**src/rtl/exe_stage_mc.sv**
```systemverilog
// Execute stage: forwarding muxes, single-cycle ALU, iterative unsigned MULU/DIVU.
// Latency: 1 cycle for ALU ops; MULU/DIVU complete WIDTH cycles after accept.
// Backpressure: stall_out is high while an iterative op runs; valid_in is ignored then.
module exe_stage_mc #(
  parameter int WIDTH = 32
) (
  input  logic             clock2,
  input  logic             reset_n,
  input  logic             valid_in,
  input  logic             flush,
  input  logic [3:0]       EXECUTE_command,
  input  logic [1:0]       input1_select,
  input  logic [1:0]       input2_select,
  input  logic [1:0]       store_select,
  input  logic [WIDTH-1:0] input1,
  input  logic [WIDTH-1:0] input2,
  input  logic [WIDTH-1:0] store_input,
  input  logic [WIDTH-1:0] result_forwarding_MEMORY,
  input  logic [WIDTH-1:0] result_forwarding_WRITEBACK,
  output logic [WIDTH-1:0] result_ALU1,
  output logic [WIDTH-1:0] result_ALU2,
  output logic [WIDTH-1:0] store_output,
  output logic             valid_out,
  output logic             stall_out
);

  localparam int CW = $clog2(WIDTH);

  localparam logic [3:0] OP_ADD  = 4'd0;
  localparam logic [3:0] OP_SUB  = 4'd1;
  localparam logic [3:0] OP_AND  = 4'd2;
  localparam logic [3:0] OP_OR   = 4'd3;
  localparam logic [3:0] OP_XOR  = 4'd4;
  localparam logic [3:0] OP_SLL  = 4'd5;
  localparam logic [3:0] OP_SRL  = 4'd6;
  localparam logic [3:0] OP_SRA  = 4'd7;
  localparam logic [3:0] OP_SLT  = 4'd8;
  localparam logic [3:0] OP_SLTU = 4'd9;
  localparam logic [3:0] OP_MULU = 4'd10;
  localparam logic [3:0] OP_DIVU = 4'd11;

  typedef enum logic {IDLE, RUN} state_t;

  state_t           state_q, state_d;
  logic [CW-1:0]    cnt_q, cnt_d;
  logic             div_q, div_d;       // running op is DIVU (else MULU)
  logic [WIDTH-1:0] opnd_q, opnd_d;     // multiplicand or divisor
  logic [WIDTH-1:0] hi_q, hi_d;         // product high half / partial remainder
  logic [WIDTH-1:0] lo_q, lo_d;         // multiplier+product low half / dividend+quotient
  logic [WIDTH-1:0] st_q, st_d;         // store data held until the iterative op completes
  logic [WIDTH-1:0] res1_q, res1_d;
  logic [WIDTH-1:0] res2_q, res2_d;
  logic [WIDTH-1:0] sto_q, sto_d;
  logic             vld_q, vld_d;

  logic [WIDTH-1:0] opa, opb, st_mux, alu_res;
  logic [WIDTH-1:0] step_hi, step_lo;
  logic [WIDTH:0]   mul_sum, r_sh;
  logic [WIDTH-1:0] diff;
  logic             ge, accept, long_op;
  logic [CW-1:0]    shamt;

  // Forwarding muxes for both operands and the store data.
  always_comb begin
    opa = input1;
    opb = input2;
    st_mux = store_input;
    case (input1_select)
      2'd1:    opa = result_forwarding_MEMORY;
      2'd2:    opa = result_forwarding_WRITEBACK;
      default: opa = input1;
    endcase
    case (input2_select)
      2'd1:    opb = result_forwarding_MEMORY;
      2'd2:    opb = result_forwarding_WRITEBACK;
      default: opb = input2;
    endcase
    case (store_select)
      2'd1:    st_mux = result_forwarding_MEMORY;
      2'd2:    st_mux = result_forwarding_WRITEBACK;
      default: st_mux = store_input;
    endcase
  end

  assign shamt   = opb[CW-1:0];
  assign accept  = valid_in & (state_q == IDLE) & ~flush;
  assign long_op = (EXECUTE_command == OP_MULU) | (EXECUTE_command == OP_DIVU);

  // Single-cycle ALU; opcodes 12-15 (and the iterative codes) pass operand 1.
  always_comb begin
    alu_res = opa;
    case (EXECUTE_command)
      OP_ADD:  alu_res = opa + opb;
      OP_SUB:  alu_res = opa - opb;
      OP_AND:  alu_res = opa & opb;
      OP_OR:   alu_res = opa | opb;
      OP_XOR:  alu_res = opa ^ opb;
      OP_SLL:  alu_res = opa << shamt;
      OP_SRL:  alu_res = opa >> shamt;
      OP_SRA:  alu_res = $unsigned($signed(opa) >>> shamt);
      OP_SLT:  alu_res = {{(WIDTH-1){1'b0}}, ($signed(opa) < $signed(opb))};
      OP_SLTU: alu_res = {{(WIDTH-1){1'b0}}, (opa < opb)};
      default: alu_res = opa;
    endcase
  end

  // One shift-add or restoring-subtract iteration on the running operands.
  always_comb begin
    mul_sum = {1'b0, hi_q} + (lo_q[0] ? {1'b0, opnd_q} : {(WIDTH+1){1'b0}});
    r_sh    = {hi_q, lo_q[WIDTH-1]};
    ge      = (r_sh >= {1'b0, opnd_q});
    diff    = r_sh[WIDTH-1:0] - opnd_q;
    if (div_q) begin
      step_hi = ge ? diff : r_sh[WIDTH-1:0];
      step_lo = {lo_q[WIDTH-2:0], ge};
    end else begin
      step_hi = mul_sum[WIDTH:1];
      step_lo = {mul_sum[0], lo_q[WIDTH-1:1]};
    end
  end

  // Next-state: accept/launch in IDLE, iterate or abort in RUN.
  always_comb begin
    state_d = state_q;
    cnt_d   = cnt_q;
    div_d   = div_q;
    opnd_d  = opnd_q;
    hi_d    = hi_q;
    lo_d    = lo_q;
    st_d    = st_q;
    res1_d  = res1_q;
    res2_d  = res2_q;
    sto_d   = sto_q;
    vld_d   = 1'b0;
    case (state_q)
      IDLE: begin
        if (accept) begin
          if (long_op) begin
            state_d = RUN;
            cnt_d   = '0;
            div_d   = (EXECUTE_command == OP_DIVU);
            opnd_d  = (EXECUTE_command == OP_DIVU) ? opb : opa;
            lo_d    = (EXECUTE_command == OP_DIVU) ? opa : opb;
            hi_d    = '0;
            st_d    = st_mux;
          end else begin
            res1_d = alu_res;
            res2_d = '0;
            sto_d  = st_mux;
            vld_d  = 1'b1;
          end
        end
      end
      RUN: begin
        if (flush) begin
          state_d = IDLE;
          cnt_d   = '0;
        end else begin
          hi_d  = step_hi;
          lo_d  = step_lo;
          cnt_d = cnt_q + CW'(1);
          if (cnt_q == CW'(WIDTH-1)) begin
            res1_d  = step_lo;
            res2_d  = step_hi;
            sto_d   = st_q;
            vld_d   = 1'b1;
            state_d = IDLE;
          end
        end
      end
      default: state_d = IDLE;
    endcase
  end

  // State and output registers.
  always_ff @(posedge clock2 or negedge reset_n) begin
    if (!reset_n) begin
      state_q <= IDLE;
      cnt_q   <= '0;
      div_q   <= 1'b0;
      opnd_q  <= '0;
      hi_q    <= '0;
      lo_q    <= '0;
      st_q    <= '0;
      res1_q  <= '0;
      res2_q  <= '0;
      sto_q   <= '0;
      vld_q   <= 1'b0;
    end else begin
      state_q <= state_d;
      cnt_q   <= cnt_d;
      div_q   <= div_d;
      opnd_q  <= opnd_d;
      hi_q    <= hi_d;
      lo_q    <= lo_d;
      st_q    <= st_d;
      res1_q  <= res1_d;
      res2_q  <= res2_d;
      sto_q   <= sto_d;
      vld_q   <= vld_d;
    end
  end

  assign result_ALU1  = res1_q;
  assign result_ALU2  = res2_q;
  assign store_output = sto_q;
  assign valid_out    = vld_q;
  assign stall_out    = (state_q == RUN);

endmodule

```
**config.mk**
```make
export PLATFORM = sky130hd
export DESIGN_NAME = exe_stage_mc
export DESIGN_NICKNAME = d
export VERILOG_FILES = /design/src/rtl/exe_stage_mc.sv
export SDC_FILE = /design/constraint.sdc
export NUM_CORES = 1
export LEC_CHECK = 0
export ABC_CLOCK_PERIOD_IN_PS = 2900
export CORE_MARGIN = 10
export CORE_UTILIZATION = 35
export CTS_CLUSTER_SIZE = 14
export DETAILED_ROUTE_END_ITERATION = 10
export MAX_ROUTING_LAYER = met4
export PLACE_DENSITY_LB_ADDON = 0.3
export SYNTH_ARGS = -nofsm -noshare
export SYNTH_HDL_FRONTEND = slang
export SYNTH_SLANG_ARGS = --single-unit
```
**constraint.sdc**
```tcl
create_clock -name clock2 -period 2.9 [get_ports clock2]
set_input_delay 0.58 -clock clock2 [delete_from_list [all_inputs] [get_ports clock2]]
set_output_delay 0.58 -clock clock2 [all_outputs]
set_load 0.01 [all_outputs]
```
---- Word level (Yosys, flattened, before mapping) ----
Cells that the tools add are included.
cells by class
  muxes and demuxes ....................... 47
  divide/modulo/power cells ............... 0
  $mul .................................... 0
  $add $sub $neg .......................... 5
  order comparisons ....................... 3
  reduce and logical (&&, ||, !) cells .... 5
  bitwise operators ....................... 8
  shifts and indexed selects .............. 3
  equality and inequality tests ........... 23
operator list
  kind                  count
  $mux W32              24
  $pmux W32 S2          8
  $pmux W32 S10         1
  $lt A32 B32 Y1        2
  $sub A32 B32 Y32      2
  $add A32 B32 Y33      1
  $ge A33 B32 Y1        1
  $add A32 B32 Y32      1
  $and A32 B32 Y32      1
  $or A32 B32 Y32       1
  $shl A32 B5 Y32       1
  $shr A32 B5 Y32       1
  $sshr A32 B5 Y32      1
  $xor A32 B32 Y32      1
  $eq A4 B3 Y1 const B  4
  $eq A4 B4 Y1 const B  4
  $mux W5               3
  $pmux W5 S2           1
  $eq A4 B2 Y1 const B  2
  $mux W1               8
  $ne A2 B2 Y1 const B  4
  $eq A2 B1 Y1 const B  3
  $eq A2 B2 Y1 const B  3
  $reduce_and A3 Y1     2
  11 further kinds      14
storage, ports and cells
  output and inout bits ................... 98
  memories ................................ 0
  bits in latches ......................... 0
  RAM bits ................................ 0
  ROM bits ................................ 0
  bits in registers ....................... 232

---- Logic depth before layout (Yosys ltp) ----
  word-level depth ........................ 7
  gate-level depth with buffers ........... 21

---- Worst setup path before layout ----
OpenSTA, ideal clock, no wires.
  path kind ............................... input to register
  start ................................... in input2_select[0]
  end ..................................... reg res1_q[28], in the netlist result_ALU1[28]
  library setup time ...................... 0.125 ns
  arrival ................................. 4.341 ns
  setup slack ............................. -1.566 ns
  cell stages on the path ................. 20
  path through ............................ inv_1 > ha_1 > a221o_1 > o21ai_2 > buf_6 > buf_6 > buf_6 > inv_1 > ha_1 > fa_1 > and2b_1 > o31ai_2 > a211oi_2 > o31ai_2 > o2111a_2 > o41ai_4 > a21oi_1 > a221o_1 > o21ai_1 > a21oi_1
on the way
  word-level cells in the longest chain between the ends .. 7
  elaborated cells between the ends (all ways) .. 15
RTL lines
  what                                            RTL line  text
  from (decl)                                     13        input logic [1:0] input2_select,
  $eq A2 B2 Y1 or $eq A2 B1 Y1 (tied branches)    73        case (input2_select)
  $pmux W32 S2 (*)                                73
  $sub A32 B32 Y32, or another cell as far along  94        OP_SUB: alu_res = opa - opb;
  $pmux W32 S10 (*)                               92        case (EXECUTE_command)
  $mux W32 (*)                                    138       if (long_op) begin
  $mux W32 (*)                                    137       if (accept) begin
  $pmux W32 S2 (*)                                135       case (state_q)
  to (signal assigned)                            197       res1_q <= res1_d;
  to (decl)                                       51        logic [WIDTH-1:0] res1_q, res1_d;
Mark *: on every way between the ends. The rest lies on a longest branch, timed or not. The select of a mux whose other input is x is not followed.
A chain may end at the register's enable or synchronous reset.

---- Final worst setup path ----
  start ................................... in result_forwarding_MEMORY[0]
  end ..................................... reg res1_q[28], in the netlist result_ALU1[28]
on the way
  word-level cells in the longest chain between the ends .. 6
  elaborated cells between the ends (all ways) .. 11
RTL lines
  what                                            RTL line  text
  from (decl)                                     18        input logic [WIDTH-1:0] result_forwarding_MEMORY,
  $pmux W32 S2, on equally long branches          68, 73
  $sub A32 B32 Y32, or another cell as far along  94
  $pmux W32 S10 (*)                               92
  $mux W32 (*)                                    138
  $mux W32 (*)                                    137
  $pmux W32 S2 (*)                                135
Marked as above.

==> flow_metrics.py <==
metrics = {
    "synth": {
        "synth_ff_type": "dfrtp_1",
        "syn_nets": 3717,
        "synthSimpleGateAreaFrac_pct": 17.5,
        "async_reset_ff_share_pct": 100,
        "synth_top_family_by_area": "compound AO/OA/AOI/OAI gates",
        "muxShareOfSynthArea_pct": 8.07,
        "synth_edf_count": 0,
        "ys_ff_latch": 232,
        "ys_top_cells_by_area": "dfrtp_1, ha_1, a21oi_1, mux2i_1, nand2_1",
        "synth_area_um2": 25100,
        "synth_area_per_cell_um2": 7.47,
        "synth_compound_area_share_pct": 33.7,
        "seq_area_frac_synth_pct": 23.1,
        "synth_fa_ha_area_share_pct": 8.88,
        "synth_top_area_share_pct": 23.1,
        "synthTopCellsByCount": "nand2_1, a21oi_1, nor2_1",
        "ys_types": 96,
        "post-synth-top-count-cell": "nand2_1",
        "synth_xor_area_share_pct": 2.19,
        "synth.largest_area_cell": "dfrtp_1",
        "synth_warnings": 0,
        "synthCells": 3367,
    },
    "power": {
        "vdd_drop_max_v": 0.000536,
        "cellPowerDensity_nw_per_um2": 604,
        "p_leak_nw": 18.9,
    },
    "global_routing": {
        "antenna_found_initial": 5,
        "grt_pass1_vias": 31200,
        "overflow": 0,
        "grt_max_degree": 83,
        "grt_usage_pct": 37.0,
        "grt_pass1_wl_um": 221000,
    },
    "placed_design": {
        "hpwlAfterDp_um": 123000,
        "io_buffers": 271,
        "gp_congestion": 1.08,
    },
    "status": {
        "outcome": "complete, but fails checks",
        "violations": "setup timing",
    },
    "die": {
        "dieHeight_um": 288,
        "floorplan.initialDensity_pct": 35.2,
        "chipWidth_um": 288,
        "die_area_um2": 82900,
        "core_um2": 71400,
        "num_rows": 98,
        "io_pins": 272,
    },
    "detailed_routing": {
        "drt_wl_total_um": 158000,
        "viasPerCell": 5.87,
        "drt_iter0_drc": 3554,
        "wire_per_inst_um": 28.5,
        "firstDrtPassIters": 6,
        "detail-route-antenna-nets": 0,
        "route.vias.total": 32600,
        "detail_route.drc_violations": 0,
    },
    "sta": {
        "fmax_ghz": 0.275,
        "hold_viol_final": 0,
        "fin_crit_ns": 3.64,
        "skew_ns": 0.0368,
        "layout_setup_ws_ns": -0.737,
        "slew_viol_final": 0,
        "worst-slew-pin-transition_ns": 0.908,
        "rsz0062_at_grt": "true",
        "holdWs_ns": 0.439,
        "relSlewSlack_pct": 39.0,
        "tns_ns": -29.13,
        "setup_viol": 97,
        "period_share_pct": 125,
    },
    "setup_path": {
        "reg2reg_setup_slack_ns": -0.34,
        "start_kind": "input pin",
        "critPathArrivalTime_ns": 4.15,
        "worstSetupPathType": "input pin to flip-flop",
        "worst-path-max-fanout": 3,
        "crit_chain": "dlygate4sd2_1, a221o_1, o21ai_4, inv_6, ha_4, fa_2, and2b_2, o31ai_4, a211oi_4, o31ai_4, buf_6, o2111a_2, o41ai_4, a21oi_2, buf_4, a221o_1, o21ai_1, a21oi_1",
        "rr_startpoint": "hi_q[7]",
        "crit_path_end_kind": "flip-flop",
        "max_stage_delay_ns": 0.38,
        "reg2regPathDepth": 14,
        "worstReg2RegEnd": "hi_q[25]",
        "cp.required_ns": 3.42,
        "crit_slowest_cell": "a221o_1",
    },
    "job": {
        "maxCapViolations": 0,
    },
    "final_layout": {
        "drive_gt1_share_pct": 38.9,
        "area_growth_pct": 68.0,
        "finalNetCount": 4916,
    },
    "min_path": {
        "holdCritPathClass": "input pin to asynchronous set/reset pin",
    },
    "clocking": {
        "cts_tree": "done",
        "cts_htree_levels": 1,
        "cts-root-buf": "clkbuf_16",
        "cts_made_buffers": 31,
        "cts_num_sinks": 232,
        "cts_buffer_depth": 3,
        "worstSkewPairLatency_ns": 0.65,
        "clkTransAtPathRegs_ns": 0.07,
    },
}
## kinds of logic (layout without fill, tap and decap cells)
group                      count (synthesis)  after routing
other                                      0              4
muxes                                    195            195
AOI/OAI and AO/OA                       1304           1304
buffers and inverters                    395           1619
and+or+nand+nor                         1002           1002
xor gates and xnor gates                  63             63
DFF                                      232            232
adders and majority gates                176            176
## timing repair
item / in CTS / in global routing
cloned: 9 / 2
setup buffers: 85 / 95
pin swaps: 208 / 198
gates resized for setup: 474 / 287
hold buffers: 1 / 0
endpoints found under the hold margin: 40 / 0
endpoints found under the setup margin: 97 / 123
## final cells by class
type | count | area (µm²)
clock inverters | 15 | 168
clock buffers | 43 | 931
flip-flops and latches | 232 | 5820
diodes | 4 | 10.0
multi-input cells | 2740 | 21000
inverters | 146 | 584
repair buffers | 1415 | 12600
well taps | 950 | 1190
fillers | 6474 | 29100
## report_power, final
| part | internal, W | switching (W) | leakage, nW | total (W) |
|---|---|---|---|---|
| logic | 0.00794 | 0.00875 | 15.5 | 0.0167 |
| registers | 0.00391 | 0.000671 | 2.93 | 0.00458 |
| clock network | 0.00243 | 0.00179 | 0.542 | 0.00422 |
## stage by stage
step | instance area, µm² | cells | worst slack (ns) | utilization (%) | total power [W]
2_1_floorplan | 25900 | 3367 | -1.10 | - | 0.0111
3_3_place_gp | 36300 | 5321 | -2.16 | 50.9 | 0.0179
3_5_place_dp | 36300 | 5321 | -2.17 | 50.9 | 0.0178
4_1_cts | 40200 | 5460 | -0.785 | 56.4 | 0.0238
5_1_grt | 42200 | 5545 | -0.825 | 59.2 | 0.0266
6_report | 42200 | 5545 | -0.737 | 59.2 | 0.0255
## sequential cells by signal, indices dropped and copies added (netlist names), 5 cells and up
signal and count:
result_ALU2 32, st_q 32, opnd_q 32, result_ALU1 32
store_output 32, cnt_q 5, lo_q 32, hi_q 32
## per-layer routing
metal	vias up	global-route usage, %	share of wire [%]
li1	14800	-	-
met1	15800	48.1	42
met2	1565	54.6	44
met3	377	6.20	8.2
met4	0	19.2	6.4
met5	-	-	0
## worst max-delay path: cells and delay by family
kind / cells / cell delay (ns)
compound gates: 11 / 2.14
buf+inv: 4 / 0.65
fa+ha+maj: 2 / 0.51
simple gates: 1 / 0.26
## cell usage in the layout (no fill, tap or decap), types with 23 or more instances in the layout
master           synthesis  layout
clkbuf_16                0      33
nand2b_1                23      23
nand2_1                405     384
buf_6                    8      86
mux2i_2                  2      25
xnor2_1                 43      39
o21ai_1                 73      71
and2_1                  41      23
a21oi_2                  6      46
ha_1                   172     107
nor2_1                 314     288
a31oi_1                 31      25
o21ai_2                 28      64
a22oi_1                 79      63
a221o_1                 36      36
buf_12                   0      56
buf_4                   15     984
ha_4                     0      56
o211ai_1                44      44
o21ai_4                  0      32
a211oi_1                63      48
o21ai_0                286     220
o22ai_1                 36      29
nor3_1                  50      38
clkdlybuf4s50_1          0     248
nand4_1                 25      25
a21o_1                  50      49
dfrtp_1                232     227
mux2i_1                159     125
nand3_1                 52      43
inv_1                  139     114
a21oi_1                337     282
## how the worst max path moves through the flow
stage                           startpoint         endpoint  slack, ns
2_1_floorplan             input2_select[1]  result_ALU1[30]      -1.10
3_3_place_gp              input2_select[0]  result_ALU1[23]      -2.16
3_5_place_dp              input2_select[0]  result_ALU1[23]      -2.17
4_1_cts                   input2_select[0]  result_ALU1[30]      -0.79
5_1_grt                   input2_select[0]  result_ALU1[30]      -0.82
6_report       result_forwarding_MEMORY[0]  result_ALU1[28]      -0.74
Power figures use the tool's default switching activity.
